--- src/rtl/pwm_ramp_pkg.sv ---
// Shared types and default widths for the PWM duty ramp controller.
package pwm_ramp_pkg;

  localparam int PWM_SIZE_DEF = 32;
  localparam int DIV_W_DEF    = 16;

  typedef enum logic {
    ST_IDLE = 1'b0,
    ST_RAMP = 1'b1
  } state_e;

endpackage

--- src/rtl/pwm_period_tick.sv ---
// Free-running PWM period counter: counts 0..period-1 and flags the last cycle.
module pwm_period_tick
  import pwm_ramp_pkg::*;
#(
  parameter int PWM_SIZE = PWM_SIZE_DEF
) (
  input  logic                clk,
  input  logic                rst,
  input  logic                clr,
  input  logic [PWM_SIZE-1:0] period,
  output logic                tick
);

  logic [PWM_SIZE-1:0] cnt_q, cnt_d;
  logic                short_period;

  // A period of 0 or 1 has no room to count, so every cycle is the last one.
  assign short_period = (period <= PWM_SIZE'(1));
  assign tick         = short_period || (cnt_q == period - PWM_SIZE'(1));

  always_comb begin
    cnt_d = cnt_q + PWM_SIZE'(1);
    if (clr || tick) begin
      cnt_d = '0;
    end
  end

  always_ff @(posedge clk) begin
    if (rst) begin
      cnt_q <= '0;
    end else begin
      cnt_q <= cnt_d;
    end
  end

endmodule

--- src/rtl/pwm_ramp_ctrl.sv ---
// Ramps a PWM duty value toward a target in steps aligned to period boundaries.
// Define PWM_RAMP_CLAMP_EN to clamp an accepted target to the accepted period.
module pwm_ramp_ctrl
  import pwm_ramp_pkg::*;
#(
  parameter int PWM_SIZE = PWM_SIZE_DEF,
  parameter int DIV_W    = DIV_W_DEF
) (
  input  logic                clk,
  input  logic                rst,
  input  logic                cfg_valid,
  output logic                cfg_ready,
  input  logic [PWM_SIZE-1:0] cfg_period,
  input  logic [PWM_SIZE-1:0] cfg_target,
  input  logic [PWM_SIZE-1:0] cfg_step,
  input  logic [DIV_W-1:0]    cfg_div,
  input  logic                abort,
  output logic [PWM_SIZE-1:0] pwm_period,
  output logic [PWM_SIZE-1:0] pwm_duty,
  output logic                period_tick,
  output logic                busy,
  output logic                done
);

  state_e              state_q, state_d;
  logic [PWM_SIZE-1:0] period_q, period_d;
  logic [PWM_SIZE-1:0] duty_q, duty_d;
  logic [PWM_SIZE-1:0] target_q, target_d;
  logic [PWM_SIZE-1:0] step_q, step_d;
  logic [DIV_W-1:0]    div_q, div_d;
  logic [DIV_W-1:0]    div_cnt_q, div_cnt_d;
  logic                done_q, done_d;

  logic                accept;
  logic [PWM_SIZE-1:0] target_lat;
  logic [PWM_SIZE-1:0] diff;
  logic                going_up;
  logic                div_last;
  logic                complete;

  assign accept = (state_q == ST_IDLE) && cfg_valid;

`ifdef PWM_RAMP_CLAMP_EN
  assign target_lat = (cfg_target > cfg_period) ? cfg_period : cfg_target;
`else
  assign target_lat = cfg_target;
`endif

  // Magnitude taken by ordered subtraction so it never wraps.
  assign going_up = (target_q >= duty_q);
  assign diff     = going_up ? (target_q - duty_q) : (duty_q - target_q);
  // div_q is always at least 1 while ramping, so the subtraction cannot underflow there.
  assign div_last = (div_cnt_q == div_q - DIV_W'(1));

  pwm_period_tick #(
    .PWM_SIZE(PWM_SIZE)
  ) u_period_tick (
    .clk   (clk),
    .rst   (rst),
    .clr   (accept),
    .period(period_q),
    .tick  (period_tick)
  );

  always_comb begin
    state_d   = state_q;
    period_d  = period_q;
    duty_d    = duty_q;
    target_d  = target_q;
    step_d    = step_q;
    div_d     = div_q;
    div_cnt_d = div_cnt_q;
    complete  = 1'b0;

    case (state_q)
      ST_IDLE: begin
        if (cfg_valid) begin
          period_d  = cfg_period;
          target_d  = target_lat;
          step_d    = cfg_step;
          div_d     = (cfg_div == '0) ? DIV_W'(1) : cfg_div;
          div_cnt_d = '0;
          state_d   = ST_RAMP;
        end
      end
      ST_RAMP: begin
        if (period_tick) begin
          if (duty_q == target_q) begin
            complete = 1'b1;
          end else if (div_last) begin
            div_cnt_d = '0;
            if ((step_q == '0) || (diff <= step_q)) begin
              duty_d   = target_q;
              complete = 1'b1;
            end else if (going_up) begin
              duty_d = duty_q + step_q;
            end else begin
              duty_d = duty_q - step_q;
            end
          end else begin
            div_cnt_d = div_cnt_q + DIV_W'(1);
          end
        end
        // A completing step takes precedence over a simultaneous abort.
        if (complete || abort) begin
          state_d = ST_IDLE;
        end
      end
      default: state_d = ST_IDLE;
    endcase

    done_d = complete;
  end

  always_ff @(posedge clk) begin
    if (rst) begin
      state_q   <= ST_IDLE;
      period_q  <= '0;
      duty_q    <= '0;
      target_q  <= '0;
      step_q    <= '0;
      div_q     <= '0;
      div_cnt_q <= '0;
      done_q    <= 1'b0;
    end else begin
      state_q   <= state_d;
      period_q  <= period_d;
      duty_q    <= duty_d;
      target_q  <= target_d;
      step_q    <= step_d;
      div_q     <= div_d;
      div_cnt_q <= div_cnt_d;
      done_q    <= done_d;
    end
  end

  assign cfg_ready  = (state_q == ST_IDLE);
  assign busy       = ~cfg_ready;
  assign done       = done_q;
  assign pwm_period = period_q;
  assign pwm_duty   = duty_q;

endmodule

--- config.mk ---
export PLATFORM = sky130hd
export DESIGN_NAME = pwm_ramp_ctrl
export DESIGN_NICKNAME = d
export VERILOG_FILES = /design/src/rtl/pwm_ramp_pkg.sv /design/src/rtl/pwm_period_tick.sv /design/src/rtl/pwm_ramp_ctrl.sv
export SDC_FILE = /design/constraint.sdc
export NUM_CORES = 1
export LEC_CHECK = 0
export CAP_MARGIN = 20
export CELL_PAD_IN_SITES_DETAIL_PLACEMENT = 1
export CELL_PAD_IN_SITES_GLOBAL_PLACEMENT = 2
export CORE_MARGIN = 3
export CORE_UTILIZATION = 30
export DETAILED_ROUTE_END_ITERATION = 10
export GPL_TIMING_DRIVEN = 0
export PLACE_DENSITY = 0.85
export SLEW_MARGIN = 10
export SYNTH_ARGS = -nofsm -noshare
export SYNTH_HDL_FRONTEND = slang
export SYNTH_SLANG_ARGS = --single-unit
export TNS_END_PERCENT = 20
--- constraint.sdc ---
create_clock -name clk -period 6.75 [get_ports clk]
set_input_delay 1.35 -clock clk [delete_from_list [all_inputs] [get_ports clk]]
set_output_delay 1.35 -clock clk [all_outputs]
set_load 0.1 [all_outputs]
# Yosys cells after proc, flatten, opt, wreduce, memory -nomap -nowiden
# Cells that the tools add are included.
# classes
n_addsub	8
magnitude_cmp	3
eq_ne	6
n_mux	17
bitwise	2
n_reduce_logical	12
# ops
operator	n
$mux 32	3
$sub 32x32->32	3
$mux 16	5
$eq 32x32->1	2
$add 32x1->32 const B	1
$add 32x32->32	1
$ge 32x32->1	1
$le 32x1->1 const B	1
$le 32x32->1	1
$logic_not 32->1	1
$pmux 16 s2	1
$sub 32x1->32 const B	1
$add 16x1->16 const B	1
$eq 16x16->1	1
$logic_not 16->1	1
$sub 16x1->16 const B	1
$mux 1	7
$logic_or 1x1->1	4
$ne 2x2->1 const B	2
$reduce_and 4->1	1
$reduce_or 2->1	2
$reduce_and 3->1	1
$ne 2x1->1 const B	1
$not 1->1	2
other kinds (3)	3
# totals
ff_bits	194
in_bits	116
out_inout_bits	68
wordCells	57

# Longest topological paths before layout
# logic_depth
word_depth	12
depth_mapped	28
depth_no_buf	25

# Cells and area by module
# From an unflattened synthesis, not the netlist that was laid out.
# unflattened
hier_cells	2223
hier_area_um2	16374.5
# modules_own_cells
module	instances	cells_each	area_each_um2	seq_area_each_um2
pwm_ramp_ctrl	1	1839	13336.5	3243.1
pwm_period_tick	1	384	3037.9	640.6

# Least setup slack after synthesis
# Ideal clock, no wire load.
# synth_path
path_type	reg-to-reg
startpoint	reg duty_q[25] (netlist: pwm_duty[25])
endpoint	reg duty_q[26] (netlist: pwm_duty[26])
setup_time_ps	132
arrival_ps	6120
t_required_ps	6618
setup_slack_ps	498
stages_incl_launch_ff	25
n_path_buf	4
synth_period_minus_slack_ps	6252
path_cell_list	dfxtp_1 > inv_1 > ha_1 > clkbuf_1 > nand2_1 > nor4_1 > nand4_1 > o21bai_1 > nand2_1 > clkbuf_1 > clkbuf_1 > buf_1 > nor2_1 > xnor2_1 > ha_1 > a21o_1 > a21o_1 > a211o_1 > a2111oi_0 > a31oi_1 > or2_2 > a21oi_1 > mux2i_1 > o31ai_1 > a21oi_1
# synth_between
elab_chain_cells	5
word_cells_on_any_way	13
cone_classes	add/sub (4); order compare (2); eq/ne (1); mux (3); bitwise (1); reduce/logical (2)
# synth_rtl
element	line_no	text
from (decl)	pwm_ramp_ctrl.sv:27	logic [PWM_SIZE-1:0] duty_q, duty_d;
from (signal assigned)	pwm_ramp_ctrl.sv:128	duty_q <= duty_d;
$sub 32x32->32 or $ge 32x32->1 (tied branches)	pwm_ramp_ctrl.sv:51, pwm_ramp_ctrl.sv:50	
$mux 32	pwm_ramp_ctrl.sv:51	assign diff = going_up ? (target_q - duty_q) : (duty_q - target_q);
$le 32x32->1	pwm_ramp_ctrl.sv:92	if ((step_q == '0) || (diff <= step_q)) begin
$logic_or 1x1->1	pwm_ramp_ctrl.sv:92	
$mux 32	pwm_ramp_ctrl.sv:92	
# Several ways; a longest one is shown, not always the timed one.
# A chain may end at the register's enable or synchronous reset.

# Final worst setup path
# layout_path
startpoint	reg duty_q[26] (netlist: pwm_duty[26])
endpoint	reg duty_q[6] (netlist: pwm_duty[6])
# The elaborated chain is that of the path after synthesis.

==> summary.txt <==
PortBufs = 183
Library cells used by synthesis = 86
Final #Nets = 2,560
Comb pwr share = 46.8%
Dpl ws = -1.807 ns
Pint = 2.525 mW
Sw power = 1.956 mW
Mapped Area = 15,770 µm²
Antenna Violating Nets Remaining = 0
CP max stage cell = dfxtp_1
Sw Share = 43.66%
Asr flop ratio synth = 0%
WL per Instance = 20.99 µm
CP startpoint kind = flop
Min-Delay Path Class = reg2reg
Post-synth EDFFs = 0
Core area = 51,610 µm²
CP delay by family, top = simple AND/OR/NAND/NOR gates
Initial antenna violation count = 2
Final setup vio count = 0
Die width = 235.3 µm
Starting DRT DRC Count = 930
Final WS setup = 0.1579 ns
CP Max Fanout = 10
WL final = 63.04 mm
Total Power = 4.481 mW
Min cycle time layout = 6.592 ns
Seq cells post-synth = 194
Clk_skew = 0.02002 ns
Router iterations before antenna repair = 5
Clk buf depth = 2
Die area = 55,360 µm²
Power Density = 233.2 nW/µm²
Post-synth top area cell = dfxtp_1
Top-area cell type share of the netlist area = 24.62%
Syn nets = 2,362
Share of cells above drive strength 1 = 4.737%
Clk_lat worst skew = 0.51 ns
Vias = 16,230
Via density = 5.406
Grt ovf = 0
Clock transition at the registers of the reported paths = 0.08 ns
Gr usage total = 22.34%
CP cell instances = inv_1, ha_1, clkbuf_1, nand2_1, nor4_4, nand4_1, o21bai_2, nand2_2, clkbuf_4, clkbuf_4, buf_4, a31oi_1, xnor2_1, ha_1, nand4_1, nor4_2, nand4_1, o41a_1, clkbuf_1, clkbuf_1, nand3_1, o21ai_0, mux2i_1, nor2_1
Total CTS buffers = 17
Pins Over Slew Limit = 0
Max Clock Freq = 151.7 MHz
Largest stage delay on the critical path = 0.49 ns
P&R area growth vs syn = 21.83%
FP Rows = 83
Worst VDD drop = 0.1923 mV
Clk pwr share = 25.5%
Die H = 235.3 µm
CP arrival = 6.97 ns
CP bufs+invs = 7
Average size of a mapped cell = 7.472 µm²
First-pass GRT wire length = 96.98 mm
Synth Instances = 2,111
Setup_tns = 0 ns
Ranking of synthesized cells by area = dfxtp_1, ha_1, nand2_1
Status = completed
Clk sink count = 194
Seq/Total Area, Yosys = 24.62%
Leakage Power = 7.610 nW
Largest net degree at the start of global routing = 21
Kind of critical path = reg2reg
Drc violations = 0
Fin. Hold Viols = 0
Top Ports = 184
Relative slew margins = 26.32%
Critical Path RT = 7.13 ns
Tcrit/Tclk final = 97.66%
Top FF cell, synth = dfxtp_1
CTS Root Cell = clkbuf_16
Clock tree from TritonCTS = built
Max_cap viols = 0
Initial core utilization = 30.56%
Vias in the first global route = 16,770
Least-Margin Pin Slew = 1.095 ns
Post-DP HPWL = 51.62 mm
Seq pwr share = 27.8%
Placer Congestion = 0.8776
Yosys warnings = 0
Fillers = 6,295
H-Tree Depth = 4
CP endpoint kind = flop
## cells in the mapped netlist, types with 56 or more instances
master,instances
a21o_1,61
a21oi_1,209
clkbuf_1,88
dfxtp_1,194
ha_1,132
inv_1,129
nand2_1,296
nand3_1,56
nor2_1,164
o21ai_0,80
xnor2_1,101
xor2_1,70
## cells by family after synthesis
family          count (synthesis)  share of synthesized area, %
compound gates                563                         22.76
xor+xnor                      171                         9.496
fa+ha+maj                     135                         10.85
buf+inv                       237                         5.886
flops                         194                         24.62
mux                            40                         2.554
simple gates                  771                         23.83
## metrics by stage
step	util (%)	instance area (µm²)	hold slack [ns]	std cells
after global placement	35.76	18460	0.4496	2974
after floorplan	-	15770	0.4363	2111
after CTS	37.08	19140	0.4700	3005
final	37.23	19220	0.4670	3003
after global routing	37.23	19210	0.5084	3002
after detailed placement	35.76	18460	0.4497	2974
## metal layers
metal	share of wire, %	GRT usage, %	vias to the layer above
li1	-	-	7867
met1	45	28.48	7967
met2	48	38.23	309
met3	4.1	3.796	88
met4	2.8	7.430	2
met5	0.030	0	-
## tightest hold or removal path: stages (launching register included)
cell,delay (ns)
dfxtp_1,0.32
nand2_1,0.05
a21oi_1,0.06
## final timing paths
kind,start,depth (start not counted),slack (ns),to
min,step_q[30],2,0.47,step_q[30]
max,pwm_duty[26],24,0.16,pwm_duty[6]
min reg2reg,step_q[30],2,0.47,step_q[30]
max reg2reg,pwm_duty[26],24,0.16,pwm_duty[6]
## power groups by stage
stage	clock, mW	sequential [mW]	combinational [mW]
6_report	1.14	1.24	2.10
5_1_grt	1.22	1.25	2.28
4_1_cts	1.17	1.24	2.05
3_5_place_dp	0	1.27	2.02
3_3_place_gp	0	1.27	1.96
2_1_floorplan	0	1.33	1.27
## cell usage in the layout, fill, tap and decap left out, types with 9 or more instances in the layout
cell	netlist	layout
a211oi_1	23	23
a21o_1	61	61
a21oi_1	209	207
a22o_1	16	16
a31oi_1	34	32
and3_1	23	23
and4_1	13	13
buf_2	7	9
clkbuf_1	88	73
clkbuf_16	0	17
clkdlybuf4s50_1	0	183
dfxtp_1	194	194
ha_1	132	131
inv_1	129	129
mux2i_1	38	38
nand2_1	296	295
nand2b_1	13	13
nand3_1	56	56
nand3b_1	14	14
nand4_1	37	37
nor2_1	164	163
nor2b_1	12	12
nor3_1	34	34
nor4_1	32	30
o211ai_1	19	19
o21a_1	12	12
o21ai_0	80	78
o21bai_1	17	16
o31ai_1	18	18
or2_2	10	10
or3_1	12	12
xnor2_1	101	99
xor2_1	70	70
## area by class of cell
| cell class | instances | area (µm²) | share of cell area [%] |
|---|---|---|---|
| Clock inverter | 14 | 205.2 | 1.068 |
| Timing Repair Buffer | 184 | 1839 | 9.572 |
| Tap cell | 680 | 850.8 | 4.428 |
| Inverter | 129 | 484.2 | 2.520 |
| Multi-Input combinational cell | 1680 | 11060 | 57.55 |
| Antenna cell | 1 | 2.502 | 0.01302 |
| Buffer | 103 | 461.7 | 2.403 |
| Sequential cell | 194 | 3884 | 20.21 |
| Clock buffer | 18 | 429.2 | 2.233 |
## state kept, by name, indices dropped and copies added (netlist names)
register             cells
done                     1
div_cnt_q               16
pwm_duty                32
pwm_period              32
u_period_tick.cnt_q     32
busy                     1
div_q                   16
target_q                32
step_q                  32
## timing repair
action                     4_1_cts  5_1_grt
hold buffers                     0        0
setup endpoints to repair       34       33
gates cloned                     0        0
setup buffers                    0        1
pin swaps                        0        2
resized for setup               25       29
Note: power is estimated with default switching activity, not from simulation.
